==> config.mk <==
export PLATFORM = sky130hd
export DESIGN_NAME = inst_mem_loader
export DESIGN_NICKNAME = d
export VERILOG_FILES = /design/src/rtl/inst_mem_loader.sv
export SDC_FILE = /design/constraint.sdc
export NUM_CORES = 1
export LEC_CHECK = 0
export ABC_AREA = 1
export ABC_CLOCK_PERIOD_IN_PS = 4600
export CAP_MARGIN = 40
export CORE_ASPECT_RATIO = 1.75
export CORE_MARGIN = 2
export CORE_UTILIZATION = 45
export DETAILED_ROUTE_END_ITERATION = 12
export DONT_BUFFER_PORTS = 1
export HOLD_SLACK_MARGIN = 0.15
export PLACE_DENSITY = 0.69
export SETUP_SLACK_MARGIN = 0.2
export SYNTH_ARGS = -nofsm -noshare
export SYNTH_HDL_FRONTEND = slang
export SYNTH_SLANG_ARGS = --single-unit
==> constraint.sdc <==
create_clock -name clk -period 4.6 [get_ports clk]
set_input_delay 0.92 -clock clk [delete_from_list [all_inputs] [get_ports clk]]
set_output_delay 0.92 -clock clk [all_outputs]
set_load 0.02 [all_outputs]
==> src/rtl/inst_mem_loader.sv <==
// inst_mem_loader: takes 32-bit words over valid/ready and writes each one into the
// byte-wide instruction memory as four little-endian byte writes, one byte per cycle.
module inst_mem_loader #(
    parameter int MEM_BYTES = 16,
    parameter int COUNT_W   = 8
) (
    input  logic               clk,
    input  logic               reset,
    input  logic               start,
    input  logic [63:0]        base_addr,
    input  logic [COUNT_W-1:0] word_count,
    input  logic               word_valid,
    input  logic [31:0]        word_data,
    output logic               word_ready,
    output logic               mem_we,
    output logic [63:0]        mem_addr,
    output logic [7:0]         mem_wdata,
    output logic               busy,
    output logic               done,
    output logic               error
);
    localparam int SUM_W = 64 + COUNT_W + 2;
    typedef enum logic [1:0] {IDLE, WAIT_WORD, WRITE, DONE} state_t;
    state_t             r_state;
    state_t             w_next;
    logic [63:0]        r_addr_ptr;
    logic [COUNT_W-1:0] r_remaining;
    logic [31:0]        r_shift;
    logic [1:0]         r_byte_idx;
    logic               r_error;
    logic [SUM_W-1:0]   w_end;
    logic               w_reject;
    logic               w_accept;
    logic               w_handshake;
    logic               w_writing;
    // End of the load computed wide enough that a huge base or count cannot wrap.
    assign w_end       = SUM_W'(base_addr) + (SUM_W'(word_count) << 2);
    assign w_reject    = (|base_addr[1:0]) || (w_end > SUM_W'(MEM_BYTES));
    assign w_accept    = (r_state == IDLE) && start && !w_reject;
    assign w_handshake = (r_state == WAIT_WORD) && word_valid;
    assign w_writing   = r_state == WRITE;
    always_ff @(posedge clk) begin
        if (reset)
            r_state <= IDLE;
        else
            r_state <= w_next;
    end
    always_comb begin
        w_next = r_state;
        case (r_state)
            IDLE:      w_next = w_accept ? ((word_count == '0) ? DONE : WAIT_WORD) : IDLE;
            WAIT_WORD: w_next = word_valid ? WRITE : WAIT_WORD;
            WRITE:     w_next = (r_byte_idx != 2'd3) ? WRITE :
                                (r_remaining == COUNT_W'(1)) ? DONE : WAIT_WORD;
            default:   w_next = IDLE;
        endcase
        word_ready = r_state == WAIT_WORD;
        mem_we     = w_writing;
        mem_addr   = w_writing ? r_addr_ptr : '0;
        mem_wdata  = w_writing ? r_shift[7:0] : '0;
        busy       = r_state != IDLE;
        done       = r_state == DONE;
        error      = r_error;
    end
    always_ff @(posedge clk) begin
        if (reset) begin
            r_addr_ptr  <= '0;
            r_remaining <= '0;
            r_shift     <= '0;
            r_byte_idx  <= '0;
            r_error     <= 1'b0;
        end else begin
            r_error <= (r_state == IDLE) && start && w_reject;
            if (w_accept) begin
                r_addr_ptr  <= base_addr;
                r_remaining <= word_count;
            end
            if (w_handshake) begin
                r_shift    <= word_data;
                r_byte_idx <= '0;
            end
            if (w_writing) begin
                r_addr_ptr <= r_addr_ptr + 64'd1;
                r_shift    <= r_shift >> 8;
                r_byte_idx <= r_byte_idx + 2'd1;
                if (r_byte_idx == 2'd3)
                    r_remaining <= r_remaining - COUNT_W'(1);
            end
        end
    end
endmodule

==> qor.yml, run 1 <==
synthesis:
  seq_area_frac_synth: 0.2075
  ys_types: 42
  synth_top_family_by_area: "simple AND/OR/NAND/NOR gates"
  synthCells: 1956
  yosys_warnings: 0
  synthXorXnorAreaFrac: 0.04580
  synth_compound_area_frac: 0.08089
  syn_avg_cell_area_um2: 5.377
  synth_fa_ha_area_frac: 0.01618
  async_flop_share: 0
  syn_nets: 2077
  ys_ff_latch: 109
  netlist_area_um2: 10520
  synth_edf_count: 0
  synthSimpleGateAreaFrac: 0.5259
  synth_ff_type: "dfxtp_1"
  synthMuxAreaShare: 0
placement:
  hpwlAfterDp_um: 33290
  dp_cells: 2208
  placed_area_um2: 10720
  gp_congestion: 1.035
  numPortBuffers: 0
grt:
  grt_pass1_wl_um: 62040
  antenna_found_initial: 0
  grt_overflow: 0
  grt_use_total: 0.3275
  grt_pass1_vias: 11680
  grt_start_max_net_pins: 81
finish:
  antennaDiodeCount: 0
  drive_gt1_frac: 0.03281
  nets: 2036
  finalNonFillerCells: 2224
  mostFrequentLayoutCells: "nand2_1, nor2_1, inv_1"
  final_common_cell: "nand2_1"
  syn_to_final_growth_pct: 4.913
  finish.instance_area_um2: 11030
  n_fill_cell: 2614
drt:
  via_count: 12250
  drt_pre_antenna_iters: 5
  wl_per_cell_um: 18.40
  drt-total-wl_um: 40910
  vias_per_cell: 5.510
  antenna_left: 0
  drt_iter0_markers: 956
  drc: 0
power_and_ir_drop:
  ir_drop_mv: 0.2918
  power.total_mw: 2.011
  p_leak_nw: 4.423
  powerDensity_nw_per_um2: 182.2
floorplan:
  initial_core_util: 0.4544
  die_x_um: 119.6
  die_area_um2: 24660
  io_pins: 185
  core-area_um2: 23150
  rows: 74
  die_h_um: 206.2
critical_path:
  critPathBufInv: 4
  cpPeakStageDelay_ns: 0.40
  criticalPathCategory: "in -> reg"
  worstPathArrival_ns: 4.19
  crit_slowest_cell: "buf_4"
  crit_path_max_fanout: 59
  critPathLaunchType: "primary input"
  path_cells: "ha_1, inv_1, fa_1, inv_1, nand2_1, nand2_1, nand3_1, nand2_1, nand2_1, nor2_1, xor2_1, nor2_1, nand3_1, nor2_1, nand4_4, buf_4, nand2_1, nand3_1, nand2_1, inv_1"
  path_delay_family: "simple AND/OR/NAND/NOR gates"
  cp.required_ns: 4.89
  endpoint_kind: "register"
  path_common_cell: "nand2_1"
timing:
  worst_pin_slew_ns: 0.9013
  hold_ws_ns: 0.4443
  finalHoldViolations: 0
  fmax_ghz: 0.2565
  fin_skew_ns: 0.009171
  slew_violations: 0
  setup_violations: 0
  setup_tns_ns: 0
  fin_crit_sh: 0.8475
  rsz0062_at_grt: "no"
  min_period_ns: 3.898
  max_slew_margin: 0.3991
clocking:
  cts_tree: "built"
  clock_path_buffers: 2
  cts_resized: 0
  cts_buffers: 9
  cts-root-buf: "clkbuf_16"
  cts_sinks: 109
  cts-htree-levels: 3
  hold_buffers: 0
  clk_pin_slew_ns: 0.09
  clk_latency_ns: 0.38
  post_cts_buffers: 0
run:
  drv_cap: 0
worst_hold_path:
  hold_path_class: "reg -> reg"
status:
  status: "finished clean"
[power by group]
| part | internal, mW | switching [mW] |
|---|---|---|
| Clock | 0.392 | 0.437 |
| Combinational | 0.0768 | 0.162 |
| Sequential | 0.943 | 0.000817 |
| Total | 1.41 | 0.599 |
[per-stage QoR]
step	utilization	worst slack (ns)
4_1_cts	0.4767	0.7195
6_report	0.4767	0.7015
2_1_floorplan	-	1.212
3_3_place_gp	0.4621	0.3622
3_5_place_dp	0.4632	0.3046
5_1_grt	0.4767	0.4215
[path summary, 6_finish.rpt]
check | start | to | slack, ns | cells after the start
hold reg to reg | r_shift[24]$_SDFFE_PP0P_ | r_shift[24]$_SDFFE_PP0P_ | 0.44 | 2
setup reg to reg | r_addr_ptr[0]$_SDFFE_PP0P_ | r_addr_ptr[62]$_SDFFE_PP0P_ | 1.49 | 13
setup / recovery | base_addr[2] | r_remaining[0]$_SDFF_PP0_ | 0.70 | 20
hold / removal | r_shift[24]$_SDFFE_PP0P_ | r_shift[24]$_SDFFE_PP0P_ | 0.44 | 2
[worst reg2reg max path: stages, from the launching register on]
cell and delay (ns):
dfxtp_1 0.43, ha_1 0.23, nand2_1 0.08, nor2_1 0.27, inv_1 0.17, nor2_1 0.24, inv_1 0.15, nor2_1 0.35
nand2_1 0.24, nor4_1 0.45, xor2_1 0.19, nor2_1 0.06, nor2_1 0.11, nor2_1 0.05
[logic make-up (layout without fill, tap and decap cells)]
family | count (synthesis) | count (layout)
and+or+nand+nor | 1294 | 1294
DFF | 109 | 109
adders and majority gates | 13 | 13
AOI/OAI and AO/OA | 153 | 153
xor gates and xnor gates | 55 | 55
buffers and inverters | 332 | 296
[routing by layer]
layer,track usage,up-vias,routed length (um)
met3,0.05464,165,2190
li1,-,6112,-
met4,0.2798,0,3931
met5,0,-,0
met2,0.6047,457,20900
met1,0.3106,5520,13890
[synth_stat cells, types with 6 or more instances]
library cell  instances  area, um2
nand3b_1             19      142.6
dfxtp_1             109       2182
nand3_1             172      860.8
ha_1                 12      150.1
inv_2                 7      26.28
nand4_1              51      319.1
a31oi_1              27      168.9
nand2_1             590       2215
a21oi_1              53      265.3
nor3_1               58      290.3
nor2_1              356       1336
clkbuf_1             39      146.4
nor4_1               16      100.1
inv_1               261      979.7
xor2_1               53      464.2
a221oi_1              6      52.55
nor2_2               14      87.58
buf_1                 8      30.03
o21ai_0              54      270.3
[cell type report]
| cell class | count | area, um2 | area share |
|---|---|---|---|
| clock inverters | 7 | 86.33 | 0.007824 |
| well taps | 304 | 380.4 | 0.03447 |
| clock buffers | 9 | 225.2 | 0.02041 |
| flip-flops and latches | 109 | 2182 | 0.1978 |
| multi-input cells | 1515 | 7042 | 0.6382 |
| repair buffers | 8 | 92.59 | 0.008391 |
| inverters | 272 | 1026 | 0.09298 |
[sequential cells by signal, indices dropped and copies added (netlist names)]
name and count:
r_addr_ptr 64, r_shift 32, r_remaining 8, r_byte_idx 2, r_state 2, error 1
Note: power is estimated with default switching activity, not from simulation.
==> run 2: changes to the inputs <==
ABC_AREA = 0   (was 1)
ABC_CLOCK_PERIOD_IN_PS = 3370   (was 4600)
PLACE_DENSITY = 0.71   (was 0.69)
clock period = 3.37 ns   (was 4.6 ns; I/O delays follow)
==> qor.yml, run 2 <==
power_and_ir_drop:
  powerDensity_nw_per_um2: 274.1  # +50%
  p_leak_nw: 3.368  # -24%
  ir_drop_mv: 0.2538  # -13%
floorplan:
  die_area_um2: 19260  # -22%
  die_x_um: 105.8  # -12%
  initial_core_util: 0.4558  # +0.001426
  rows: 65  # -12%
  io_pins: 185  # unchanged
  core-area_um2: 17890  # -23%
  die_h_um: 182.1  # -12%
finish:
  largest_register_ffs: 64  # unchanged
  finish.instance_area_um2: 10300  # -6.7%
  largest-register: "r_addr_ptr"
  mostFrequentLayoutCells: "nand2_1, buf_4, dfxtp_1"
  drive_gt1_frac: 0.2224  # +0.1896
  nets: 1348  # -34%
  antennaDiodeCount: 0  # unchanged
  reg_top3: "r_addr_ptr (64), r_shift (32), r_remaining (8)"
  final_common_cell: "nand2_1"
  syn_to_final_growth_pct: 26.25
  finalNonFillerCells: 1466  # -34%
critical_path:
  cp.required_ns: 3.63  # -1.26 ns
  reg2reg_slack_ns: 0.48  # -1.01 ns
  critPathLaunchType: "primary input"
  criticalPathCategory: "in -> reg"
  endpoint_kind: "register"
  crit_path_max_fanout: 13  # -78%
  rr_startpoint: "r_addr_ptr[0]$_SDFFE_PP0P_"
  r2r_cells: 11  # -2
  path_delay_family: "simple AND/OR/NAND/NOR gates"
  cpPeakStageDelay_ns: 0.53  # +0.13 ns
  critPathBufInv: 6  # +2
  crit_path_start: "base_addr[2]"
  r2r_end: "r_addr_ptr[62]$_SDFFE_PP0P_"
  path_cells: "ha_4, inv_2, fa_2, nand2b_4, a21o_1, a2111o_1, buf_4, buf_4, or4_4, and2_1, and4b_1, nand4_1, buf_4, o31ai_4, buf_12, buf_12, a311oi_1"
  worstPathArrival_ns: 4.01  # -0.18 ns
  crit_slowest_cell: "or4_4"
  path_common_cell: "buf_4"
status:
  status: "finished, violations left"
  violations: "negative setup slack"
clocking:
  cts_tree: "built"
  cts-root-buf: "clkbuf_16"
  cts-htree-levels: 3  # unchanged
  hold_buffers: 0  # unchanged
  clk_pin_slew_ns: 0.07  # -0.02 ns
  cts_buffers: 9  # unchanged
  cts_sinks: 109  # unchanged
  clk_latency_ns: 0.36  # -0.02 ns
  clock_path_buffers: 2  # unchanged
drt:
  via_count: 9320  # -24%
  antenna_left: 0  # unchanged
  wl_per_cell_um: 20.22  # +9.9%
  vias_per_cell: 6.357  # +15%
  drt_iter0_markers: 604  # -37%
  drt-total-wl_um: 29640  # -28%
  drc: 0  # unchanged
  drt_pre_antenna_iters: 5  # unchanged
synthesis:
  synthCells: 1134  # -42%
  yosys_warnings: 0  # unchanged
  synth_ff_type: "dfxtp_1"
  seq_area_frac_synth: 0.2676  # +0.06010
  async_flop_share: 0  # unchanged
  synth_top_area_cell: "dfxtp_1"
  netlist_top_cells_count: "nand2_1, nor2_1, dfxtp_1"
  yosysMostFrequentCell: "nand2_1"
  syn_nets: 1255  # -40%
  ys_types: 70  # +67%
  syn_avg_cell_area_um2: 7.192  # +34%
  synth_top_area_share: 0.2676  # +0.05700
  synth_edf_count: 0  # unchanged
  synthTopCellsByArea: "dfxtp_1, nand2_1, a311oi_1, and2_1, nor2_1"
  netlist_area_um2: 8155  # -22%
  ys_ff_latch: 109  # unchanged
timing:
  setup_ws_ns: -0.3757  # -1.077 ns
  max_slew_margin: 0.5864  # +0.1873
  slew_violations: 0  # unchanged
  hold_ws_ns: 0.3798  # -0.06451 ns
  fin_crit_sh: 1.111
  rsz0062_at_grt: "yes"
  setup_violations: 74  # +74
  worst_pin_slew_ns: 0.6147  # -0.2866 ns
  finalHoldViolations: 0  # unchanged
  fmax_ghz: 0.2670
  fin_skew_ns: 0.006265  # -0.002907 ns
  min_period_ns: 3.746
run:
  drv_cap: 0  # unchanged
placement:
  placed_area_um2: 9637  # -10%
  dp_cells: 1449  # -34%
  hpwlAfterDp_um: 22730  # -32%
  gp_congestion: 1.043  # +0.72%
  numPortBuffers: 0  # unchanged
worst_hold_path:
  min_path_cells: 1  # -1
  hp-start: "reset"
  hold_path_class: "in -> reg"
  hold_end: "r_addr_ptr[53]$_SDFFE_PP0P_"
grt:
  grt_pass1_wl_um: 45940  # -26%
  antenna_found_initial: 0  # unchanged
  grt_pass1_vias: 9003  # -23%
  grt_overflow: 0  # unchanged
  grt_start_max_net_pins: 114  # +41%
  grt_use_total: 0.2976  # -0.02989
## run 2: cell types whose count changed in the layout (fill, tap and decap cells not counted), sizes merged, moves of 19 or more
cell,before,now
nand4,52,30
nand3,175,65
buf,8,150
and4,0,19
nand2,596,161
nor3,58,36
a311oi,0,66
o21ai,56,32
and2,0,77
inv,272,32
nor2,374,110
xor2,53,10
## run 2: stage by stage
stage	setup TNS, ns	util	power (mW)	setup slack (ns)
floorplan	-21.35	-	1.535	-0.6249
global placement	-49.12	0.5371	1.648	-0.7582
detailed placement	-50.31	0.5386	1.651	-0.7882
CTS	-22.75	0.5626	2.827	-0.3674
global route	-30.88	0.5755	2.906	-0.5341
finish	-21.82	0.5755	2.822	-0.3757
## run 2: logic make-up (layout without fill, tap and decap cells)
kind of cell               count (synthesis)  after routing  share of synthesized area
DFF                                      109            109                     0.2676
and+or+nand+nor                          605            605                     0.3874
muxes                                     12             12                    0.01519
buffers and inverters                    100            198                    0.04725
xor gates and xnor gates                  20             20                    0.02148
AOI/OAI and AO/OA                        275            275                     0.2403
adders and majority gates                 13             13                    0.02086
## run 2: metal layers
layer / part of all wire / vias to the layer above / track usage / wire length (um)
li1: - / 4438 / - / -
met1: 0.35 / 4373 / 0.2929 / 10300
met2: 0.51 / 368 / 0.5412 / 15150
met3: 0.059 / 141 / 0.05714 / 1757
met4: 0.082 / 0 / 0.2253 / 2426
met5: 0 / - / 0 / 0
## run 2: worst max path at each step
| stage | endpoint | slack [ns] | cells past startpoint |
|---|---|---|---|
| finish | r_addr_ptr[50]$_SDFFE_PP0P_ | -0.38 | 17 |
| CTS | r_addr_ptr[40]$_SDFFE_PP0P_ | -0.37 | 17 |
| global route | r_remaining[0]$_SDFF_PP0_ | -0.53 | 16 |
| floorplan | r_state[1]$_SDFF_PP0_ | -0.62 | 14 |
| detailed placement | r_state[1]$_SDFF_PP0_ | -0.79 | 14 |
| global placement | r_state[1]$_SDFF_PP0_ | -0.76 | 15 |
## run 2: report_power, final
part / total (mW) / leakage, nW / switching, mW / internal, mW
registers: 1.29 / 0.878 / 0.00134 / 1.29
clock network: 1.19 / 0.162 / 0.492 / 0.694
logic: 0.347 / 2.33 / 0.175 / 0.172
total: 2.82 / 3.37 / 0.669 / 2.15
## run 2: cell type report
class | count | area, um2
repair buffers | 150 | 1236
fillers | 1689 | 7596
clock buffers | 11 | 252.7
multi-input cells | 925 | 6130
well taps | 234 | 292.8
inverters | 32 | 121.4
clock inverters | 5 | 81.33
flip-flops and latches | 109 | 2182
## run 2: timing repair
item / CTS / global route
endpoints found under the setup margin: 75 / 75
buffers inserted: 1 / 0
cloned: 0 / 0
pin swaps: 5 / 3
gates resized for setup: 17 / 41
hold endpoints to repair: 0 / 0
==> run 3: changes to the inputs <==
CELL_PAD_IN_SITES_DETAIL_PLACEMENT = 0   (was unset)
CELL_PAD_IN_SITES_GLOBAL_PLACEMENT = 1   (was unset)
CORE_UTILIZATION = 42   (was 45)
PLACE_DENSITY = 0.87   (was 0.71)
==> qor.yml, run 3 (synthesis results as in run 2) <==
status:
  status: "finished, violations left"
  violations: "negative setup slack"
timing:
  fin_crit_sh: 1.119  # +0.007047
  worst_pin_slew_ns: 0.7616  # +0.1468 ns
  setup_violations: 74  # unchanged
  min_period_ns: 3.769  # +0.02375 ns
  fmax_ghz: 0.2653  # -0.63%
  finalHoldViolations: 0  # unchanged
  max_slew_margin: 0.4884  # -0.09802
  slew_violations: 0  # unchanged
  setup_ws_ns: -0.3994  # -0.02375 ns
  fin_skew_ns: 0.008317  # +0.002053 ns
  rsz0062_at_grt: "yes"
placement:
  hpwlAfterDp_um: 22430  # -1.3%
  placed_area_um2: 9570  # -0.69%
  numPortBuffers: 0  # unchanged
  gp_congestion: 1.054  # +1.1%
finish:
  multi_input_area_um2: 6183  # +0.88%
  final-seq-area_um2: 2182  # unchanged
  n_fill_cell: 1824  # +8.0%
  syn_to_final_growth_pct: 28.49
  largest_register_ffs: 64  # unchanged
  drive_gt1_frac: 0.2254  # +0.002961
  nets: 1354  # +0.45%
  reg_top3: "r_addr_ptr (64), r_shift (32), r_remaining (8)"
  finish.instance_area_um2: 10480  # +1.8%
  mostFrequentLayoutCells: "nand2_1, buf_4, dfxtp_1"
  final_common_cell: "nand2_1"
  antennaDiodeCount: 0  # unchanged
  largest-register: "r_addr_ptr"
  final_util: 0.5482  # -0.02721
clocking:
  clock_path_buffers: 2  # unchanged
  cts-htree-levels: 3  # unchanged
  clk_latency_ns: 0.35  # about the same
  cts-root-buf: "clkbuf_16"
  hold_buffers: 0  # unchanged
  cts_buffers: 9  # unchanged
  clk_pin_slew_ns: 0.07  # about the same
  cts_tree: "built"
  cts_sinks: 109  # unchanged
floorplan:
  io_pins: 185  # unchanged
  rows: 67  # +3.1%
  initial_core_util: 0.4267  # -0.02912
  die_x_um: 109.3  # +3.4%
  core-area_um2: 19110  # +6.8%
  die_h_um: 188.3  # +3.4%
  die_area_um2: 20590  # +6.9%
critical_path:
  criticalPathCategory: "in -> reg"
  crit_path_max_fanout: 10  # -3
  path_delay_family: "simple AND/OR/NAND/NOR gates"
  critPathLaunchType: "primary input"
  crit_slowest_cell: "or4b_4"
  cp.required_ns: 3.64  # about the same
  critPathBufInv: 2  # -4
  path_cells: "ha_4, inv_2, fa_2, nand2b_4, a21o_1, a2111o_1, nor4b_2, o21ai_1, or4b_1, or4b_4, nor4_4, buf_12, nand4b_1, a211oi_2"
  cpPeakStageDelay_ns: 0.51  # -0.02 ns
  endpoint_kind: "register"
  worstPathArrival_ns: 4.04  # +0.03 ns
grt:
  grt_overflow: 0  # unchanged
  antenna_found_initial: 0  # unchanged
  grt_pass1_vias: 9040  # +0.41%
  grt_use_total: 0.2823  # -0.01528
  grt_start_max_net_pins: 114  # unchanged
  grt_pass1_wl_um: 45870  # -0.15%
drt:
  drc: 0  # unchanged
  drt_iter0_markers: 690  # +14%
  vias_per_cell: 6.271  # -1.4%
  drt-total-wl_um: 29810  # +0.57%
  drt_pre_antenna_iters: 5  # unchanged
  via_count: 9275  # -0.48%
  wl_per_cell_um: 20.15  # -0.31%
  antenna_left: 0  # unchanged
power_and_ir_drop:
  ir_drop_mv: 0.3305  # +30%
  power.total_mw: 2.649  # -6.1%
  p_leak_nw: 3.445  # +2.3%
  powerDensity_nw_per_um2: 252.8  # -7.8%
worst_hold_path:
  hold_path_class: "in -> reg"
run:
  drv_cap: 0  # unchanged
## run 3: cell types whose count changed in the layout (fill, tap and decap cells not counted), sizes merged
cell,change
buf,+6
bufinv,-2
clkbuf,+1
clkinv,+2
inv,-1
## run 3: per-stage QoR
step | hold WS [ns] | cells | setup WS [ns] | TNS, ns
floorplan | 0.4216 | 1134 | -0.6249 | -21.35
global placement | 0.4315 | 1445 | -0.8391 | -49.37
detailed placement | 0.4467 | 1446 | -0.8980 | -51.70
CTS | 0.3746 | 1473 | -0.3883 | -18.85
global route | 0.3689 | 1479 | -0.5512 | -28.77
finish | 0.3860 | 1479 | -0.3994 | -19.82
## run 3: what timing repair did
item | CTS | global route
setup endpoints to repair | 75 | 75
gates resized for setup | 44 | 31
pin swaps | 6 | 4
buffers inserted | 8 | 6
gates cloned | 3 | 0
## run 3: final timing paths
check,from,endpoint,slack (ns),depth (start not counted)
setup / recovery,base_addr[2],r_state[1]$_SDFF_PP0_,-0.40,14
hold / removal,reset,r_addr_ptr[49]$_SDFFE_PP0P_,0.39,1
setup reg to reg,r_addr_ptr[0]$_SDFFE_PP0P_,r_addr_ptr[62]$_SDFFE_PP0P_,0.48,11
hold reg to reg,r_shift[25]$_SDFFE_PP0P_,r_shift[25]$_SDFFE_PP0P_,0.46,2
## run 3: layout make-up
cell class | instances | area share
Clock buffer | 12 | 0.02352
Clock inverter | 4 | 0.003224
Inverter | 32 | 0.01158
Multi-Input combinational cell | 925 | 0.5901
Sequential cell | 109 | 0.2082
Tap cell | 241 | 0.02878
Timing Repair Buffer | 156 | 0.1346
## run 3: per-layer routing
metal / vias to the layer above / GRT usage / share of wire
met1: 4302 / 0.2724 / 0.34
li1: 4440 / - / -
met5: - / 0 / 0
met2: 396 / 0.4938 / 0.51
met4: 0 / 0.2274 / 0.087
met3: 137 / 0.06745 / 0.068
## run 3: worst reg2reg max path, stage by stage (launching register included)
cell	delay [ns]
dfxtp_1	0.43
ha_1	0.24
nand3_1	0.16
nor2_1	0.25
nand4_1	0.17
nor2_1	0.18
nand2_1	0.12
or2_0	0.34
or3_1	0.45
nor3_1	0.15
nor2_1	0.07
a311oi_2	0.23
## run 3: report_power, final
part / total [mW] / internal (mW) / switching [mW]
Clock: 1.01 / 0.527 / 0.483
Sequential: 1.29 / 1.29 / 0.00123
Combinational: 0.350 / 0.175 / 0.175
